===== src/rtl/maj_pkg.sv =====
// Shared types and elaboration helpers for the majority voter family.
package maj_pkg;

  typedef enum logic {
    STABLE  = 1'b0,
    PENDING = 1'b1
  } filt_state_e;

  function automatic int pop_w(input int n);
    return $clog2(n + 1);
  endfunction

  // A majority is only well defined for an odd channel count of at least three.
  function automatic bit n_ok(input int n);
    return (n >= 3) && ((n % 2) == 1);
  endfunction

endpackage


===== src/rtl/maj_popcount.sv =====
// Combinational N-bit population count.
module maj_popcount
  import maj_pkg::*;
#(
  parameter int N = 5
) (
  input  logic [N-1:0]          data,
  output logic [pop_w(N)-1:0]   count
);

  localparam int PW = pop_w(N);

  always_comb begin
    count = '0;
    for (int unsigned i = 0; i < N; i++) begin
      count = count + PW'(data[i]);
    end
  end

endmodule


===== src/rtl/majority_voter_pipe.sv =====
// Two-stage pipelined N-input majority voter with persistence filter and valid/ready handshake.
// Build option: MAJ_VOTER_STATS_EN enables the ones/disagree_cnt statistics outputs.
module majority_voter_pipe
  import maj_pkg::*;
#(
  parameter int N     = 5,
  parameter int HOLD  = 3,
  parameter int CNT_W = 16
) (
  input  logic                  clk,
  input  logic                  rst,
  input  logic                  in_valid,
  output logic                  in_ready,
  input  logic [N-1:0]          in_data,
  output logic                  out_valid,
  input  logic                  out_ready,
  output logic                  z,
  output logic                  z_raw,
  output logic                  unanimous,
  output logic [pop_w(N)-1:0]   ones,
  output logic [CNT_W-1:0]      disagree_cnt,
  input  logic                  stats_clr
);

  localparam int PW = pop_w(N);
  localparam int RW = $clog2(HOLD + 1);

  if (!n_ok(N)) begin : g_bad_n
    $error("majority_voter_pipe: N must be odd and >= 3");
  end
  if (HOLD < 1) begin : g_bad_hold
    $error("majority_voter_pipe: HOLD must be >= 1");
  end

  logic          en;
  logic [PW-1:0] pop;
  logic          s1_valid;
  logic [PW-1:0] s1_pop;
  logic          s1_unan;
  logic          m;

  filt_state_e   state, state_nxt;
  logic [RW-1:0] run_cnt, run_nxt, run_inc;
  logic          z_nxt;

  // Whole pipeline advances together; it stalls only when a beat is held for downstream.
  assign en       = !out_valid || out_ready;
  assign in_ready = en;

  maj_popcount #(.N(N)) u_pop (
    .data  (in_data),
    .count (pop)
  );

  always_ff @(posedge clk or posedge rst) begin
    if (rst) begin
      s1_valid <= 1'b0;
      s1_pop   <= '0;
      s1_unan  <= 1'b0;
    end else if (en) begin
      s1_valid <= in_valid;
      if (in_valid) begin
        s1_pop  <= pop;
        s1_unan <= (pop == '0) || (pop == PW'(N));
      end
    end
  end

  assign m       = s1_pop > PW'(N / 2);
  assign run_inc = run_cnt + RW'(1);

  always_comb begin
    state_nxt = state;
    run_nxt   = run_cnt;
    z_nxt     = z;
    case (state)
      STABLE: begin
        if (m != z) begin
          if (HOLD == 1) begin
            z_nxt = m;
          end else begin
            state_nxt = PENDING;
            run_nxt   = RW'(1);
          end
        end
      end
      PENDING: begin
        if (m != z) begin
          if (run_inc == RW'(HOLD)) begin
            z_nxt     = m;
            run_nxt   = '0;
            state_nxt = STABLE;
          end else begin
            run_nxt = run_inc;
          end
        end else begin
          state_nxt = STABLE;
          run_nxt   = '0;
        end
      end
      default: begin
        state_nxt = STABLE;
        run_nxt   = '0;
      end
    endcase
  end

  // Filter state moves only on real samples, so bubbles neither advance nor reset it.
  always_ff @(posedge clk or posedge rst) begin
    if (rst) begin
      out_valid <= 1'b0;
      z_raw     <= 1'b0;
      unanimous <= 1'b0;
      z         <= 1'b0;
      state     <= STABLE;
      run_cnt   <= '0;
    end else if (en) begin
      out_valid <= s1_valid;
      if (s1_valid) begin
        z_raw     <= m;
        unanimous <= s1_unan;
        z         <= z_nxt;
        state     <= state_nxt;
        run_cnt   <= run_nxt;
      end
    end
  end

`ifdef MAJ_VOTER_STATS_EN
  always_ff @(posedge clk or posedge rst) begin
    if (rst) begin
      ones         <= '0;
      disagree_cnt <= '0;
    end else begin
      if (en && s1_valid) begin
        ones <= s1_pop;
      end
      if (stats_clr) begin
        disagree_cnt <= '0;
      end else if (en && s1_valid && !s1_unan && (disagree_cnt != '1)) begin
        disagree_cnt <= disagree_cnt + CNT_W'(1);
      end
    end
  end
`else
  logic unused_stats_clr;
  assign unused_stats_clr = stats_clr;
  assign ones             = '0;
  assign disagree_cnt     = '0;
`endif

endmodule

===== config.mk =====
export PLATFORM = sky130hd
export DESIGN_NAME = majority_voter_pipe
export DESIGN_NICKNAME = d
export VERILOG_FILES = /design/src/rtl/maj_pkg.sv /design/src/rtl/maj_popcount.sv /design/src/rtl/majority_voter_pipe.sv
export SDC_FILE = /design/constraint.sdc
export NUM_CORES = 1
export LEC_CHECK = 0
export CAP_MARGIN = 30
export CORE_MARGIN = 10
export CORE_UTILIZATION = 35
export DETAILED_ROUTE_END_ITERATION = 10
export PLACE_DENSITY = 0.79
export SLEW_MARGIN = 0
export SYNTH_ARGS = -nofsm -noshare
export SYNTH_HDL_FRONTEND = slang
export SYNTH_SLANG_ARGS = --single-unit

===== constraint.sdc =====
create_clock -name clk -period 2.08 [get_ports clk]
set_clock_uncertainty 0.2 [all_clocks]
set_input_delay 0.208 -clock clk [delete_from_list [all_inputs] [get_ports clk]]
set_output_delay 0.208 -clock clk [all_outputs]
set_load 0.05 [all_outputs]

==> run metrics <==
result of the run=complete, no violations; Setup violations, final=0; H-tree level count=1; maximum number of pins on one net before global-route repair=13; crit path setup slack, layout=85.7 ps; CP max FO=2; Rows=16; Post-Synthesis Cell Area=768 um^2; DR vias=480; placement-stage cell area=873 um^2; NumNets Final=103; total I/O pin count=34; leakage power figure=0.450 nW; insertion delay to the later sink of the worst-skew pair=260 ps; total overflow reported by the global router=0; combinational fraction of design power=47.5%; highest clock frequency the design can meet=501 MHz; Critical Path Start Type=input pin; number of routed nets with antenna violations=0; area share of the largest cell type after synthesis=39.1%; critical path type=input pin to flop; number of max-slew violations in the final report=0; power consumption=0.00108 W; post-route cell area=913 um^2; area of the core=0.00202 mm^2; half-perimeter wire length of the detailed placement result=1180 um; number of antenna violations at the first check in global routing=0; clock-pin slew of the registers on the worst-case setup and hold paths=70 ps; per-instance average area after synthesis=10.5 um^2; routed len/inst=11.6 um; antenna cell count=0; cell-internal power=0.000618 W; part of the power in registers=35.9%; synthesized flop and latch total=12; Initial Util=38.0%; required time worst endpoint=2030 ps; Net Sw Frac=43.0%; RePlAce Congestion=0.753; ratio of cells with drive above 1 in the final layout=23.9%; total power per unit cell area=1190 mW/mm^2; wire length of the first global-routing pass=2210 um; final setup TNS=0 ps; number of remaining DRC errors=0; post-synthesis cell count=73; NetSw=0.000466 W; count of input and output buffers=13; CP arrival=1950 ps; ranking of synthesized cells by area=sky130_fd_sc_hd__dfrtp_1, sky130_fd_sc_hd__buf_4, sky130_fd_sc_hd__mux2_2; highest ir drop seen on vdd=391 uV; library cell occupying the most area in the post-synthesis netlist=sky130_fd_sc_hd__dfrtp_1; CTS Buffer Depth=2; Horiz. Die Dim=66.9 um; Seq/Total Area, Yosys=39.1%; root buffer cell=sky130_fd_sc_hd__clkbuf_4; growth of design area from synthesis to finish=18.9%; total clock buffers created by CTS=3; clock sink count=12; GRT Util Overall=6.38%; most frequent standard cell in the layout excluding fill and tap cells=sky130_fd_sc_hd__conb_1; Yosys cell types=24; number of global-route vias before repair=525; vertical die dimension=66.9 um; area enclosed by the die boundary=0.00447 mm^2; via-per-instance ratio=4.17; number of failing hold endpoints at the final stage=0; type of the worst min-delay path=input pin to asynchronous set/reset pin; number of maximum-capacitance violations=0; Max-Slew Margin vs Limit=65.9%; endpoint type of the worst setup path=flop; leading cell types in the layout, fill and taps excluded=sky130_fd_sc_hd__conb_1, sky130_fd_sc_hd__dfrtp_1, sky130_fd_sc_hd__clkdlybuf4s50_1, sky130_fd_sc_hd__inv_1, sky130_fd_sc_hd__nand2_1; unrepaired setup endpoints after global routing=no; minimum clock period=1990 ps; share of power burned in the clock network=16.6%; Final Cycle Share=95.9%; Hold Buf Count CTS=0; TritonCTS clock tree=built; worst slew pin tran=509 ps; post-CTS repair timing setup buffer count=0; worst hold slack=41.1 ps; first drt pass iteration count=4; number of warnings printed during yosys synthesis=0; First DRT Iteration DRCs=4; sum of routed wire length over all layers=1330 um; post-placement setup slack=-579 ps
==> flip-flops by register name, summed over array words and instances (netlist names) <==
signal	flops
unanimous	1
run_cnt	2
z_raw	1
s1_pop	3
s1_unan	1
state	1
z	1
out_valid	1
s1_valid	1
==> final timing paths <==
check,from,endpoint,slack (ps),depth (start not counted)
worst max-delay path,in_data[0],s1_pop[1]$_DFFE_PP0P_,90,8
worst min-delay path,rst,run_cnt[1]$_DFFE_PP0P_,40,2
worst max register to register,s1_pop[1]$_DFFE_PP0P_,run_cnt[1]$_DFFE_PP0P_,670,4
worst min register to register,s1_unan$_DFFE_PP0P_,s1_unan$_DFFE_PP0P_,280,2
max in group asynchronous,rst,unanimous$_DFFE_PP0N_,1340,2
min in group clk,in_data[0],s1_unan$_DFFE_PP0P_,250,4
==> power groups by stage <==
| stage | Combinational (W) | Sequential, W | Clock (W) |
|---|---|---|---|
| floorplan | 0.000309 | 0.000492 | 0 |
| global placement | 0.000501 | 0.000390 | 0 |
| detailed placement | 0.000514 | 0.000397 | 0 |
| CTS | 0.000521 | 0.000392 | 0.000186 |
| global route | 0.000563 | 0.000405 | 0.000198 |
| finish | 0.000515 | 0.000389 | 0.000180 |
==> layout make-up <==
class                           instances  area (um^2)
Multi-Input combinational cell         52          377
Inverter                                7         26.3
Clock buffer                            4         36.3
Sequential cell                        12          300
Tap cell                               27         33.8
Timing Repair Buffer                   13          140
Fill cell                             198         1110
==> through the flow <==
stage / instances / util, %
6_report: 115 / 45.2
5_1_grt: 115 / 45.2
4_1_cts: 115 / 45.2
3_5_place_dp: 111 / 43.2
3_3_place_gp: 111 / 43.2
2_1_floorplan: 91 / -
==> critical path: stages <==
cell and delay, ps:
sky130_fd_sc_hd__buf_6 90, sky130_fd_sc_hd__ha_4 250, sky130_fd_sc_hd__inv_2 30, sky130_fd_sc_hd__fa_1 460
sky130_fd_sc_hd__inv_1 40, sky130_fd_sc_hd__ha_2 160, sky130_fd_sc_hd__fa_2 420, sky130_fd_sc_hd__mux2_4 270
==> cell usage after synthesis <==
library cell / n
sky130_fd_sc_hd__conb_1: 1
sky130_fd_sc_hd__a31o_2: 1
sky130_fd_sc_hd__nor3_1: 1
sky130_fd_sc_hd__buf_6: 1
sky130_fd_sc_hd__ha_1: 2
sky130_fd_sc_hd__xnor2_1: 1
sky130_fd_sc_hd__buf_4: 19
sky130_fd_sc_hd__nor2b_1: 1
sky130_fd_sc_hd__dfrtp_1: 12
sky130_fd_sc_hd__a31oi_1: 1
sky130_fd_sc_hd__nand2_1: 5
sky130_fd_sc_hd__o31ai_1: 2
sky130_fd_sc_hd__fa_1: 2
sky130_fd_sc_hd__xor2_1: 1
sky130_fd_sc_hd__a22o_2: 1
sky130_fd_sc_hd__mux2_2: 4
sky130_fd_sc_hd__nand2b_4: 1
sky130_fd_sc_hd__a21oi_2: 1
sky130_fd_sc_hd__nand2_4: 2
sky130_fd_sc_hd__a22o_1: 1
sky130_fd_sc_hd__o21ai_0: 3
sky130_fd_sc_hd__inv_1: 7
sky130_fd_sc_hd__a21oi_1: 2
sky130_fd_sc_hd__o21bai_1: 1
==> routing by layer <==
metal	global-route usage [%]	vias up	share of wire [%]
met1	5.62	223	34
met5	0	-	0
met4	3.85	0	0.60
li1	-	232	-
met2	11.3	23	50
met3	3.34	2	15
==> kinds of logic (layout without fill, tap and decap cells) <==
logic type                 after synthesis  count (layout)  synth area share, %
AOI/OAI and AO/OA                       13              13                 11.7
and+or+nand+nor                         10              10                 8.63
buffers and inverters                   27              24                 23.5
adders and majority gates                4               4                 8.47
other                                    1              19                0.488
xor gates and xnor gates                 2               2                 2.28
muxes                                    4               4                 5.86
DFF                                     12              12                 39.1
==> repair_timing <==
item | 4_1_cts | 5_1_grt
setup endpoints to repair | 3 | 3
pin swaps | 4 | 2
gates resized for setup | 13 | 0
Note: power is estimated with default switching activity, not from simulation.
